$ cat src/rtl/burst_rr_scheduler.sv
// Round-robin owner scheduler for a single shared resource: grants one requester
// at a time for a bounded burst and reclaims on burst limit, release, req drop or stall.
module burst_rr_scheduler #(
  parameter int unsigned BUS_WIDTH = 4,
  parameter int unsigned MAX_BURST = 4,
  parameter int unsigned TIMEOUT   = 16
) (
  input  logic                         clk,
  input  logic                         rst,
  input  logic [BUS_WIDTH-1:0]         req,
  input  logic                         beat,
  // 'release' is a reserved word, so the early-release input is named release_req
  input  logic                         release_req,
  output logic [BUS_WIDTH-1:0]         grant,
  output logic [$clog2(BUS_WIDTH)-1:0] grant_id,
  output logic                         busy,
  output logic                         timeout_err
);

  localparam int unsigned ID_W = $clog2(BUS_WIDTH);
  localparam int unsigned BC_W = $clog2(MAX_BURST + 1);
  localparam int unsigned IC_W = $clog2(TIMEOUT + 1);

  typedef enum logic [1:0] {IDLE, OWN, GAP} state_t;

  state_t                state_q, state_d;
  logic [BUS_WIDTH-1:0]  grant_q, grant_d;
  logic [ID_W-1:0]       grant_id_q, grant_id_d;
  logic                  busy_q, busy_d;
  logic                  timeout_err_q, timeout_err_d;
  logic [BC_W-1:0]       beat_cnt_q, beat_cnt_d;
  logic [IC_W-1:0]       idle_cnt_q, idle_cnt_d;
  logic [ID_W-1:0]       last_id_q, last_id_d;

  logic                  win_found;
  logic [ID_W-1:0]       win_id;
  logic [ID_W-1:0]       cand_id;
  int unsigned           cand;
  logic                  exit_burst;
  logic                  exit_idle;
  logic                  exit_any;

  // Search starts just after the previous owner so it is considered last.
  always_comb begin
    win_found = 1'b0;
    win_id    = '0;
    cand      = 0;
    cand_id   = '0;
    for (int unsigned i = 1; i <= BUS_WIDTH; i++) begin
      cand    = (32'(last_id_q) + i) % BUS_WIDTH;
      cand_id = ID_W'(cand);
      if (!win_found && req[cand_id]) begin
        win_found = 1'b1;
        win_id    = cand_id;
      end
    end
  end

  always_comb begin
    state_d       = state_q;
    grant_d       = grant_q;
    grant_id_d    = grant_id_q;
    busy_d        = busy_q;
    timeout_err_d = 1'b0;
    beat_cnt_d    = beat_cnt_q;
    idle_cnt_d    = idle_cnt_q;
    last_id_d     = last_id_q;

    exit_burst = beat && (beat_cnt_q == BC_W'(MAX_BURST - 1));
    exit_idle  = !beat && (idle_cnt_q == IC_W'(TIMEOUT - 1));
    exit_any   = release_req || exit_burst || !req[grant_id_q] || exit_idle;

    case (state_q)
      IDLE: begin
        if (win_found) begin
          state_d          = OWN;
          grant_d          = '0;
          grant_d[win_id]  = 1'b1;
          grant_id_d       = win_id;
          busy_d           = 1'b1;
          beat_cnt_d       = '0;
          idle_cnt_d       = '0;
        end
      end
      OWN: begin
        if (beat) begin
          beat_cnt_d = beat_cnt_q + BC_W'(1);
          idle_cnt_d = '0;
        end else begin
          idle_cnt_d = idle_cnt_q + IC_W'(1);
        end
        if (exit_any) begin
          state_d       = GAP;
          grant_d       = '0;
          busy_d        = 1'b0;
          last_id_d     = grant_id_q;
          timeout_err_d = exit_idle && !release_req;
        end
      end
      GAP:     state_d = IDLE;
      default: state_d = IDLE;
    endcase
  end

  always_ff @(posedge clk) begin
    if (rst) begin
      state_q       <= IDLE;
      grant_q       <= '0;
      grant_id_q    <= '0;
      busy_q        <= 1'b0;
      timeout_err_q <= 1'b0;
      beat_cnt_q    <= '0;
      idle_cnt_q    <= '0;
      last_id_q     <= ID_W'(BUS_WIDTH - 1);
    end else begin
      state_q       <= state_d;
      grant_q       <= grant_d;
      grant_id_q    <= grant_id_d;
      busy_q        <= busy_d;
      timeout_err_q <= timeout_err_d;
      beat_cnt_q    <= beat_cnt_d;
      idle_cnt_q    <= idle_cnt_d;
      last_id_q     <= last_id_d;
    end
  end

  assign grant       = grant_q;
  assign grant_id    = grant_id_q;
  assign busy        = busy_q;
  assign timeout_err = timeout_err_q;

endmodule
$ cat config.mk
export PLATFORM = sky130hd
export DESIGN_NAME = burst_rr_scheduler
export DESIGN_NICKNAME = d
export VERILOG_FILES = /design/src/rtl/burst_rr_scheduler.sv
export SDC_FILE = /design/constraint.sdc
export NUM_CORES = 1
export LEC_CHECK = 0
export BUFFER_PORTS_ARGS = -buffer_cell sky130_fd_sc_hd__buf_2
export CAP_MARGIN = 40
export CORE_UTILIZATION = 50
export CTS_CLUSTER_DIAMETER = 80
export DETAILED_ROUTE_END_ITERATION = 10
export HOLD_SLACK_MARGIN = 0.1
export PLACE_DENSITY = 0.78
export SYNTH_ARGS = -nofsm -noshare
export SYNTH_HDL_FRONTEND = slang
export SYNTH_SLANG_ARGS = --single-unit
$ cat constraint.sdc
create_clock -name clk -period 2.5 [get_ports clk]
set_input_delay 0.375 -clock clk [delete_from_list [all_inputs] [get_ports clk]]
set_output_delay 0.375 -clock clk [all_outputs]
set_load 0.02 [all_outputs]
==> qor.txt <==
status: complete, no violations
DP Worst Slack: 0.659 ns
Reg2Reg Depth: 7
DR WL/cell: 13.4 um
die height: 46.8 um
critical path class: flip-flop to flip-flop
slew margin rel.: 71.9%
CTS buffer count: 3
Clock Tree Buf Depth: 2
Cell Area, Synth: 0.00100 mm^2
CTS root buf: clkbuf_4
crit-path max FO: 5
fraction of layout cells with a size suffix above 1: 19.7%
Slew @ Worst Pin: 0.420 ns
Final Slew Violations: 0
I/O Buffers: 15
clk sink count: 20
vias in the first global route: 730
period utilisation layout: 75.2%
most common cell after layout, fill and taps aside: dfxtp_1
VDD IR max: 0.631 mV
setup bufs post-CTS: 0
# setup viols final: 0
Netlist cell types: 45
Antenna Cells: 0
# hold bufs at CTS: 0
max cap viols: 0
Final Core Density: 63.1%
initial antenna violation count: 0
highest-count cells in the layout ignoring fill and taps: 20 x dfxtp_1, 15 x buf_2, 10 x a21oi_1, 9 x nor2_1, 6 x inv_1
final hold slack: 0.424 ns
Net Switching: 220 uW
CP Launch Type: flip-flop
Hold Path Class: input port to flip-flop
I/O pins: 16
internal power: 566 uW
Initial DRT Pass Iterations: 4
Critical Path RT: 2.77 ns
initial drt markers: 19
# fillers: 164
crit path time final: 1.88 ns
Synth async-reset ratio: 0%
clock slew at reported path FFs: 0.12 ns
Reg power frac: 46.6%
Main synth FF type: dfxtp_1
leakage: 0.000477 uW
Syn-to-layout area delta: 13.5%
clock power share: 34.2%
synthesized area per cell: 9.37 um^2
area of the multi-input gates: 556 um^2
final net count: 135
register area: 400 um^2
GPL Wtd Cong: 0.783
combinational fraction of design power: 19.2%
Cell Count Post-Placement: 143
Yosys warnings: 0
crit path DAT: 2.15 ns
CTS tree: built
die width: 46.8 um
total number of vias: 856
Worst-Skew Late Latency: 0.31 ns
unrepaired setup endpoints after global routing: no
die area: 0.00219 mm^2
Layout Cells excl Fill: 147
post_cts resized: 0
number of synthesized flops with an enable pin: 0
sw frac: 27.9%
Synthesized Nets: 119
Cell Chain, Critical Path: ha_1 > and3_1 > ha_1 > mux2i_1 > and2_1 > a32o_1 > a22o_1
Final ANT Viol Nets: 0
Routed Wire Length: 1.98 mm
Synth Register Bits: 20
vias per cell: 5.82
Crit. End Element: flip-flop
Slowest Stage Delay on Critical Path: 0.37 ns
fmax: 532 MHz
htree depth: 1
Slowest-stage cell, CP: dfxtp_1
GRT overflow: 0
Fin Setup TNS: 0 ns
hpwl dp: 1.45 mm
register area share after synthesis: 40.0%
Initial Util: 55.6%
Clock Skews: 0.00532 ns
first-pass GRT wire length: 3.13 mm
Gate Count Post-Synth: 107
gr usage total: 20.5%
pwr/cell area: 691 mW/mm^2
largest net degree at the start of global routing: 20
Final Hold Viols: 0
total core area: 0.00180 mm^2
final worst slack: 0.619 ns
Hold Crit Depth: 3
row cnt: 15
CP most frequent cell: ha_1
DRC: 0
## synthesized netlist by cell type, types with 2 or more instances
cell type	instances	area [um^2]
a21oi_1	10	50.1
nand2b_1	3	18.8
nand3_1	2	10.0
ha_1	4	50.1
o21ai_0	3	15.0
a21o_1	2	15.0
inv_1	6	22.5
clkbuf_1	2	7.51
a32o_1	2	20.0
or3_1	2	12.5
nand2_1	4	15.0
nor3_1	3	15.0
or4_1	2	15.0
nand3b_1	2	15.0
nor2_1	9	33.8
dfxtp_1	20	400
mux2i_1	3	30.0
## kinds of logic (layout without fill, tap and decap cells)
| kind of cell | count (synthesis) | after routing | synth area share [%] |
|---|---|---|---|
| multiplexers | 5 | 5 | 6.37 |
| flip-flops | 20 | 20 | 39.9 |
| adder cells (fa/ha/maj) | 4 | 4 | 4.99 |
| buffers and inverters | 10 | 25 | 4.62 |
| AO/OA/AOI/OAI | 33 | 33 | 24.3 |
| AND/OR/NAND/NOR | 35 | 35 | 19.7 |
## sequential cells by signal (all words and copies together) (netlist names)
register / cells
grant_id: 2
beat_cnt_q: 3
busy: 1
last_id_q: 2
idle_cnt_q: 5
state_q: 2
timeout_err: 1
grant: 4
## critical path: cells and delay by family, from the launching register on
family,cells,cell delay (ns)
AO/OA/AOI/OAI,2,0.43
adder cells (fa/ha/maj),2,0.42
AND/OR/NAND/NOR,2,0.41
flip-flops,1,0.37
multiplexers,1,0.22
## power groups by stage
stage | sequential [uW] | combinational (uW) | clock, uW
floorplan | 383 | 103 | 0
global placement | 372 | 148 | 0
detailed placement | 373 | 150 | 0
CTS | 366 | 151 | 272
global route | 371 | 167 | 285
finish | 366 | 151 | 269
## cell type report
type	count	area share [%]
clock buffers	3	1.98
clock inverters	1	2.64
flip-flops and latches	20	35.2
well taps	25	2.75
repair buffers	15	6.60
multi-input cells	77	48.8
inverters	6	1.98
## per-stage QoR
step	cell area [um^2]	power, uW
floorplan	1000	486
global placement	1080	520
detailed placement	1080	523
CTS	1140	789
global route	1140	822
finish	1140	786
## path summary, 6_finish.rpt
kind,from,to,slack [ns]
worst max register to register,idle_cnt_q[0]$_SDFFE_PP0P_,grant[1]$_SDFFE_PP0P_,0.62
worst max-delay path,idle_cnt_q[0]$_SDFFE_PP0P_,grant[1]$_SDFFE_PP0P_,0.62
worst min register to register,busy$_SDFFE_PP0P_,busy$_SDFFE_PP0P_,0.47
worst min-delay path,release_req,timeout_err$_SDFF_PP0_,0.42
## metal layers
layer  global-route usage [%]  part of all wire (%)  wire [um]
met3                     5.77                   5.2        103
met5                        0                     0          0
met2                     32.8                    48        942
met1                     26.1                    46        906
met4                     8.57                   1.3         25
No activity file was read; power rests on OpenSTA's default activity.
